### config.mk
export PLATFORM = sky130hd
export DESIGN_NAME = weight_pair_stager_flat
export DESIGN_NICKNAME = d
export VERILOG_FILES = /design/src/rtl/weight_pair_stager_if.sv /design/src/rtl/weight_pair_stager.sv /design/src/flat_wrapper.sv
export SDC_FILE = /design/constraint.sdc
export NUM_CORES = 1
export LEC_CHECK = 0
export ABC_AREA = 1
export CORE_MARGIN = 1.5
export CORE_UTILIZATION = 50
export DETAILED_ROUTE_END_ITERATION = 7
export DONT_BUFFER_PORTS = 1
export GPL_TIMING_DRIVEN = 0
export SYNTH_ARGS = -nofsm -noshare
export SYNTH_HDL_FRONTEND = slang
export SYNTH_SLANG_ARGS = --single-unit
### constraint.sdc
create_clock -name clk -period 14.95 [get_ports clk]
set_clock_uncertainty 0.2 [all_clocks]
set_input_delay 2.99 -clock clk [delete_from_list [all_inputs] [get_ports clk]]
set_output_delay 2.99 -clock clk [all_outputs]
set_load 0.05 [all_outputs]
### src/rtl/weight_pair_stager_if.sv
// weight_pair_stager_if: staged weight-pair stream toward the consumer.
// master drives the pair and valid/last; slave returns ready.
interface weight_pair_stager_if #(
    parameter int DATA_WIDTH = 16
);

    logic [DATA_WIDTH-1:0] w_a;
    logic [DATA_WIDTH-1:0] w_b;
    logic                  w_valid;
    logic                  w_ready;
    logic                  w_last;

    modport master (
        output w_a,
        output w_b,
        output w_valid,
        output w_last,
        input  w_ready
    );

    modport slave (
        input  w_a,
        input  w_b,
        input  w_valid,
        input  w_last,
        output w_ready
    );

endinterface

### src/rtl/weight_pair_stager.sv
// weight_pair_stager: paces a weight ROM address generator and stages pairs.
// Define WEIGHT_STAGER_BYPASS_EN to let a pair skip an empty FIFO.
module weight_pair_stager #(
    parameter int DATA_WIDTH  = 16,
    parameter int FIFO_DEPTH  = 4,
    parameter int ROM_LATENCY = 2,
    parameter int PIXEL_PAIRS = 13,
    parameter int TOTAL_PAIRS = 13 * 64 * 6
) (
    input  logic                  clk,
    input  logic                  reset,
    input  logic                  start,
    output logic                  gen_enable,
    input  logic [DATA_WIDTH-1:0] rom_qa,
    input  logic [DATA_WIDTH-1:0] rom_qb,
    weight_pair_stager_if.master  wp,
    output logic                  done
);

    localparam int CNT_W  = $clog2(TOTAL_PAIRS + 1);
    localparam int FCNT_W = $clog2(FIFO_DEPTH + 1);
    localparam int PTR_W  = $clog2(FIFO_DEPTH);
    localparam int PIX_W  = $clog2(PIXEL_PAIRS + 1);
    localparam int IFL_W  = $clog2(ROM_LATENCY + 1);
    localparam int OCC_W  = $clog2(FIFO_DEPTH + ROM_LATENCY + 1);

    typedef enum logic [1:0] {
        IDLE  = 2'd0,
        RUN   = 2'd1,
        DRAIN = 2'd2
    } state_t;

    state_t state;
    state_t state_next;
    logic   done_next;

    logic [CNT_W-1:0] issued;
    logic [CNT_W-1:0] accepted;

    logic [ROM_LATENCY-1:0] tags;
    logic [IFL_W-1:0]       inflight;
    logic [OCC_W-1:0]       occupancy;

    logic [PIX_W-1:0] pix;
    logic             push;
    logic             push_last;

    logic [DATA_WIDTH-1:0] mem_a [FIFO_DEPTH];
    logic [DATA_WIDTH-1:0] mem_b [FIFO_DEPTH];
    logic                  mem_last [FIFO_DEPTH];

    logic [PTR_W-1:0]  wr_ptr;
    logic [PTR_W-1:0]  rd_ptr;
    logic [FCNT_W-1:0] fifo_count;

    logic fifo_empty;
    logic bypass;
    logic store;
    logic pop_fifo;
    logic pop;
    logic last_pop;
    logic start_pass;

    // Pairs issued to the ROM but not yet landed in the FIFO.
    always_comb begin
        inflight = '0;
        for (int i = 0; i < ROM_LATENCY; i++) begin
            inflight = inflight + IFL_W'(tags[i]);
        end
    end

    assign occupancy = OCC_W'(fifo_count) + OCC_W'(inflight);

    assign gen_enable = (state == RUN)
                     && (issued < CNT_W'(TOTAL_PAIRS))
                     && (occupancy < OCC_W'(FIFO_DEPTH));

    assign push      = tags[ROM_LATENCY-1];
    assign push_last = (pix == PIX_W'(PIXEL_PAIRS - 1));

    assign fifo_empty = (fifo_count == '0);

`ifdef WEIGHT_STAGER_BYPASS_EN
    assign bypass = push && fifo_empty && wp.w_ready;
`else
    assign bypass = 1'b0;
`endif

    assign store    = push && !bypass;
    assign pop_fifo = !fifo_empty && wp.w_ready;
    assign pop      = pop_fifo || bypass;
    assign last_pop = pop && (accepted == CNT_W'(TOTAL_PAIRS - 1));

    assign start_pass = (state == IDLE) && start;

    assign wp.w_valid = !fifo_empty || bypass;
    assign wp.w_a     = bypass ? rom_qa    : mem_a[rd_ptr];
    assign wp.w_b     = bypass ? rom_qb    : mem_b[rd_ptr];
    assign wp.w_last  = bypass ? push_last : mem_last[rd_ptr];

    // Pass sequencing: issue in RUN, wait for the tail in DRAIN.
    always_comb begin
        state_next = state;
        done_next  = 1'b0;
        unique case (state)
            IDLE: begin
                if (start) begin
                    state_next = RUN;
                end
            end
            RUN: begin
                if (gen_enable &&
                    issued == CNT_W'(TOTAL_PAIRS - 1)) begin
                    state_next = DRAIN;
                end
            end
            DRAIN: begin
                if (last_pop) begin
                    state_next = IDLE;
                    done_next  = 1'b1;
                end
            end
            default: begin
                state_next = IDLE;
            end
        endcase
    end

    // State register and the registered end-of-pass pulse.
    always_ff @(posedge clk or posedge reset) begin
        if (reset) begin
            state <= IDLE;
            done  <= 1'b0;
        end else begin
            state <= state_next;
            done  <= done_next;
        end
    end

    // Issued and accepted counts restart on each accepted start.
    always_ff @(posedge clk or posedge reset) begin
        if (reset) begin
            issued   <= '0;
            accepted <= '0;
        end else if (start_pass) begin
            issued   <= '0;
            accepted <= '0;
        end else begin
            if (gen_enable) begin
                issued <= issued + 1'b1;
            end
            if (pop) begin
                accepted <= accepted + 1'b1;
            end
        end
    end

    // Tag pipeline mirrors the ROM read latency.
    always_ff @(posedge clk or posedge reset) begin
        if (reset) begin
            tags <= '0;
        end else begin
            tags[0] <= gen_enable;
            for (int i = 1; i < ROM_LATENCY; i++) begin
                tags[i] <= tags[i-1];
            end
        end
    end

    // Pixel position of each landed pair, wrapping per pixel.
    always_ff @(posedge clk or posedge reset) begin
        if (reset) begin
            pix <= '0;
        end else if (push) begin
            if (push_last) begin
                pix <= '0;
            end else begin
                pix <= pix + 1'b1;
            end
        end
    end

    // FIFO storage; cleared so the head reads zero after reset.
    always_ff @(posedge clk or posedge reset) begin
        if (reset) begin
            for (int i = 0; i < FIFO_DEPTH; i++) begin
                mem_a[i]    <= '0;
                mem_b[i]    <= '0;
                mem_last[i] <= 1'b0;
            end
        end else if (store) begin
            mem_a[wr_ptr]    <= rom_qa;
            mem_b[wr_ptr]    <= rom_qb;
            mem_last[wr_ptr] <= push_last;
        end
    end

    // FIFO pointers and fill level.
    always_ff @(posedge clk or posedge reset) begin
        if (reset) begin
            wr_ptr     <= '0;
            rd_ptr     <= '0;
            fifo_count <= '0;
        end else begin
            if (store) begin
                wr_ptr <= wr_ptr + 1'b1;
            end
            if (pop_fifo) begin
                rd_ptr <= rd_ptr + 1'b1;
            end
            unique case ({store, pop_fifo})
                2'b10:   fifo_count <= fifo_count + 1'b1;
                2'b01:   fifo_count <= fifo_count - 1'b1;
                default: fifo_count <= fifo_count;
            endcase
        end
    end

    // A landing pair must always find room in the FIFO.
    always_ff @(posedge clk) begin
        if (!reset) begin
            assert (!(store && !pop_fifo &&
                      fifo_count == FCNT_W'(FIFO_DEPTH)))
            else $error("weight_pair_stager: fifo overflow");
        end
    end

endmodule

### src/flat_wrapper.sv
// flat-port wrapper written by rule: the top's interface ports become plain ports
module weight_pair_stager_flat 
#(
    parameter int DATA_WIDTH  = 16,
    parameter int FIFO_DEPTH  = 4,
    parameter int ROM_LATENCY = 2,
    parameter int PIXEL_PAIRS = 13,
    parameter int TOTAL_PAIRS = 13 * 64 * 6
)
  (clk, reset, start, gen_enable, rom_qa, rom_qb, done, wp_w_a, wp_w_b, wp_w_valid, wp_w_last, wp_w_ready);
  weight_pair_stager_if #(.DATA_WIDTH(DATA_WIDTH)) wp_i ();
  input  logic clk;
  input  logic reset;
  input  logic start;
  output logic gen_enable;
  input  logic [DATA_WIDTH-1:0] rom_qa;
  input  logic [DATA_WIDTH-1:0] rom_qb;
  output logic done;
  output wire logic [$bits(wp_i.w_a)-1:0] wp_w_a;
  output wire logic [$bits(wp_i.w_b)-1:0] wp_w_b;
  output wire logic [$bits(wp_i.w_valid)-1:0] wp_w_valid;
  output wire logic [$bits(wp_i.w_last)-1:0] wp_w_last;
  input wire logic [$bits(wp_i.w_ready)-1:0] wp_w_ready;
  assign wp_w_a = wp_i.w_a;
  assign wp_w_b = wp_i.w_b;
  assign wp_w_valid = wp_i.w_valid;
  assign wp_w_last = wp_i.w_last;
  assign wp_i.w_ready = wp_w_ready;
  weight_pair_stager #(.DATA_WIDTH(DATA_WIDTH), .FIFO_DEPTH(FIFO_DEPTH), .ROM_LATENCY(ROM_LATENCY), .PIXEL_PAIRS(PIXEL_PAIRS), .TOTAL_PAIRS(TOTAL_PAIRS)) u_core (.clk(clk), .reset(reset), .start(start), .gen_enable(gen_enable), .rom_qa(rom_qa), .rom_qb(rom_qb), .wp(wp_i), .done(done));
endmodule
==> impl_metrics.toml, run 1 <==
[clock_tree]
htree_num_levels = 4
cts.sinks = 174
clockBufferDepth = 2
cts_tree = "done"
root_buffer = "clkbuf_16"
post_cts_buffers = 0
cts_buffers = 17
clkSlewWorstSetupHoldPaths_ns = 0.07
clk_latency_ns = 0.43
ctsResizeCount = 0
holdBufCountCts = 0

[critical_path]
crit_fanout = 10
r2r-start = "u_core.fifo_count[0]"
startpoint = "u_core.rd_ptr[1]"
critPathCaptureType = "output pin"
worst-endpoint-arrival_ns = 2.73
rr_worst_depth = 10
cp.required_ns = 11.76
reg2reg_slack_ns = 12.31
start_kind = "flip-flop"
crit_type = "reg2out"

[synth]
yosys.cell_types.count = 28
postSynthCellCount = 983
yosysSeqAreaShare_pct = 53.8
ys_ff_latch = 174
synth.avg_cell_area_um2 = 8.23
syn-cell-area_um2 = 8090
synthesis.nets = 1030
ys_warn_count = 0

[min_path]
hold_path.class = "reg2reg"
min_path_cells = 0
hp-start = "u_core.tags[0]"

[timing]
tightest_slew_ns = 1.27
relSlewSlack_pct = 16.4
hold_viol_final = 0
setup-tns-final_ns = 0
period_minus_slack_ns = 5.92
min_period_over_period_pct = 39.6
setup_slack_ns = 9.03
slew_violations = 0
fmax_mhz = 169
rsz0062_at_grt = "no"
setup_viol = 0

[global_routing]
grt_max_degree = 103
overflow = 0
first_global_vias = 6288
grt_pass1_wl_um = 32900
global_route.usage.total_pct = 25.6
antenna_found_initial = 0

[routing]
totalWireLength_um = 20500
vias_per_cell = 5.34
vias = 6583
post_drt_wl_per_cell_um = 16.6
drtPass1Iterations = 4
drt.antenna.violating_nets = 0
drt_iter0_drc = 358
drcViolationCount = 0

[cells_and_area]
diodes = 0
fillers = 1532
layout.cells.non_filler = 1232
drive_gt1_share_pct = 6.99
layout_commonest_cell = "nand2_1"
area_growth_pct = 11.3
final_cell_mix = "242 x nand2_1, 209 x o21ai_0, 174 x dfrtp_1, 111 x nor2_1, 70 x inv_1"
nets = 1050

[floorplan]
die_h_um = 130
start_util_pct = 51.1
row_count = 46
die_area_um2 = 17000
coreArea_um2 = 15800
pin_count = 72
die_w_um = 130

[outcome]
status = "finished clean"

[pwr]
peakVddDrop_uv = 141
leakage_uw = 0.00427
p_per_area_nw_per_um2 = 264

[place]
dp_cells = 1200
place_hpwl_um = 13800
io_buffers = 0
gp_routability_congestion = 0.813
pre_cts_slack_ns = 9.49

[run]
max_cap_viol_count = 0
==> metrics by stage <==
step	area [um2]	power [uW]	util, %	hold slack, ns
floorplan	8090	1690	-	0.157
CTS	9010	2400	56.9	0.256
detailed placement	8400	1940	53.1	0.238
global placement	8360	1920	52.8	0.236
finish	9010	2380	56.9	0.241
global route	9010	2550	56.9	0.254
==> critical path, stage by stage (launching register included) <==
cell and delay, ns:
dfrtp_1 0.48, inv_1 0.25, clkbuf_1 0.40, o21ai_0 0.17, o22ai_1 0.98
==> routing by layer <==
layer / global-route usage, % / up-vias / part of all wire, %
met4: 6.73 / 0 / 1.4
li1: - / 3255 / -
met2: 42.0 / 154 / 47
met1: 34.1 / 3152 / 46
met5: 0 / - / 0
met3: 6.15 / 22 / 5.6
==> area by class of cell <==
type / count / area (um2) / area share (%)
flip-flops and latches: 174 / 4350 / 48.3
clock buffers: 19 / 443 / 4.92
plain buffers: 51 / 234 / 2.60
inverters: 73 / 282 / 3.13
repair buffers: 1 / 27.5 / 0.306
multi-input cells: 685 / 3230 / 35.9
clock inverters: 13 / 164 / 1.82
well taps: 216 / 270 / 3.00
==> report_power, final <==
group	total [uW]	switching (uW)	internal (uW)
Clock	458	190	268
Combinational	1100	836	261
Sequential	826	135	691
==> cells by family (layout without fill, tap and decap cells) <==
| logic type | Yosys count | count (layout) | synth area share, % |
|---|---|---|---|
| simple gates | 413 | 413 | 21.0 |
| xor+xnor | 9 | 9 | 0.974 |
| fa+ha+maj | 11 | 11 | 1.79 |
| compound gates | 252 | 252 | 16.1 |
| flops | 174 | 174 | 53.8 |
| buf+inv | 124 | 157 | 6.28 |
==> worst paths after layout <==
path | end
setup / recovery | wp_w_a[14]
max in group asynchronous | u_core.mem_b[26]
min in group asynchronous | u_core.accepted[1]
hold / removal | u_core.tags[1]
setup reg to reg | u_core.fifo_count[2]
hold reg to reg | u_core.tags[1]
==> synth_stat cells <==
library cell    n  area (um2)
o21ai_0       209        1050
xnor2_1         2        17.5
fa_1            1        20.0
xor2_1          7        61.3
o21bai_1        1        7.51
nand2_1       242         908
nor2_4          1        11.3
dfrtp_1       174        4350
nand4_1        10        62.6
a21oi_1         5        25.0
nand2_4         1        11.3
nor4_1          3        18.8
nor2_1        111         417
clkbuf_1       27         101
nand3_2         2        20.0
nor3_1          5        25.0
o21ai_1         4        20.0
nand2_2         4        25.0
ha_1           10         125
nor2_8          2        40.0
buf_6           2        22.5
and3_1          1        6.26
nor2_2          2        12.5
o22ai_1        33         206
buf_2          22         110
nand3_1        29         145
inv_1          71         267
inv_2           2        7.51
==> registers in the layout, indices dropped and copies added, names as in the netlist <==
name and cells:
u_core.mem_b 64, u_core.mem_a 64, u_core.tags 2, u_core.done 1
u_core.mem_last 4, u_core.rd_ptr 2, u_core.accepted 13, u_core.issued 13
u_core.pix 4, u_core.state 2, u_core.fifo_count 3, u_core.wr_ptr 2
(Power assumes the default switching activity.)
==> run 2, diff against run 1 <==
- clock period: 14.95 -> 6.15 ns (I/O delays scaled with it)
==> results of run 2 <==
The final DEF is identical to that of run 1. Status: finished clean.
Main changes from that run: setup slack after placement 9.49 ns -> 2.45 ns; setup slack after layout 9.03 ns -> 1.99 ns; register-to-register setup slack 12.31 ns -> 3.51 ns; total power 2380 uW -> 5790 uW; worst IR drop on VDD 141 uV -> 343 uV
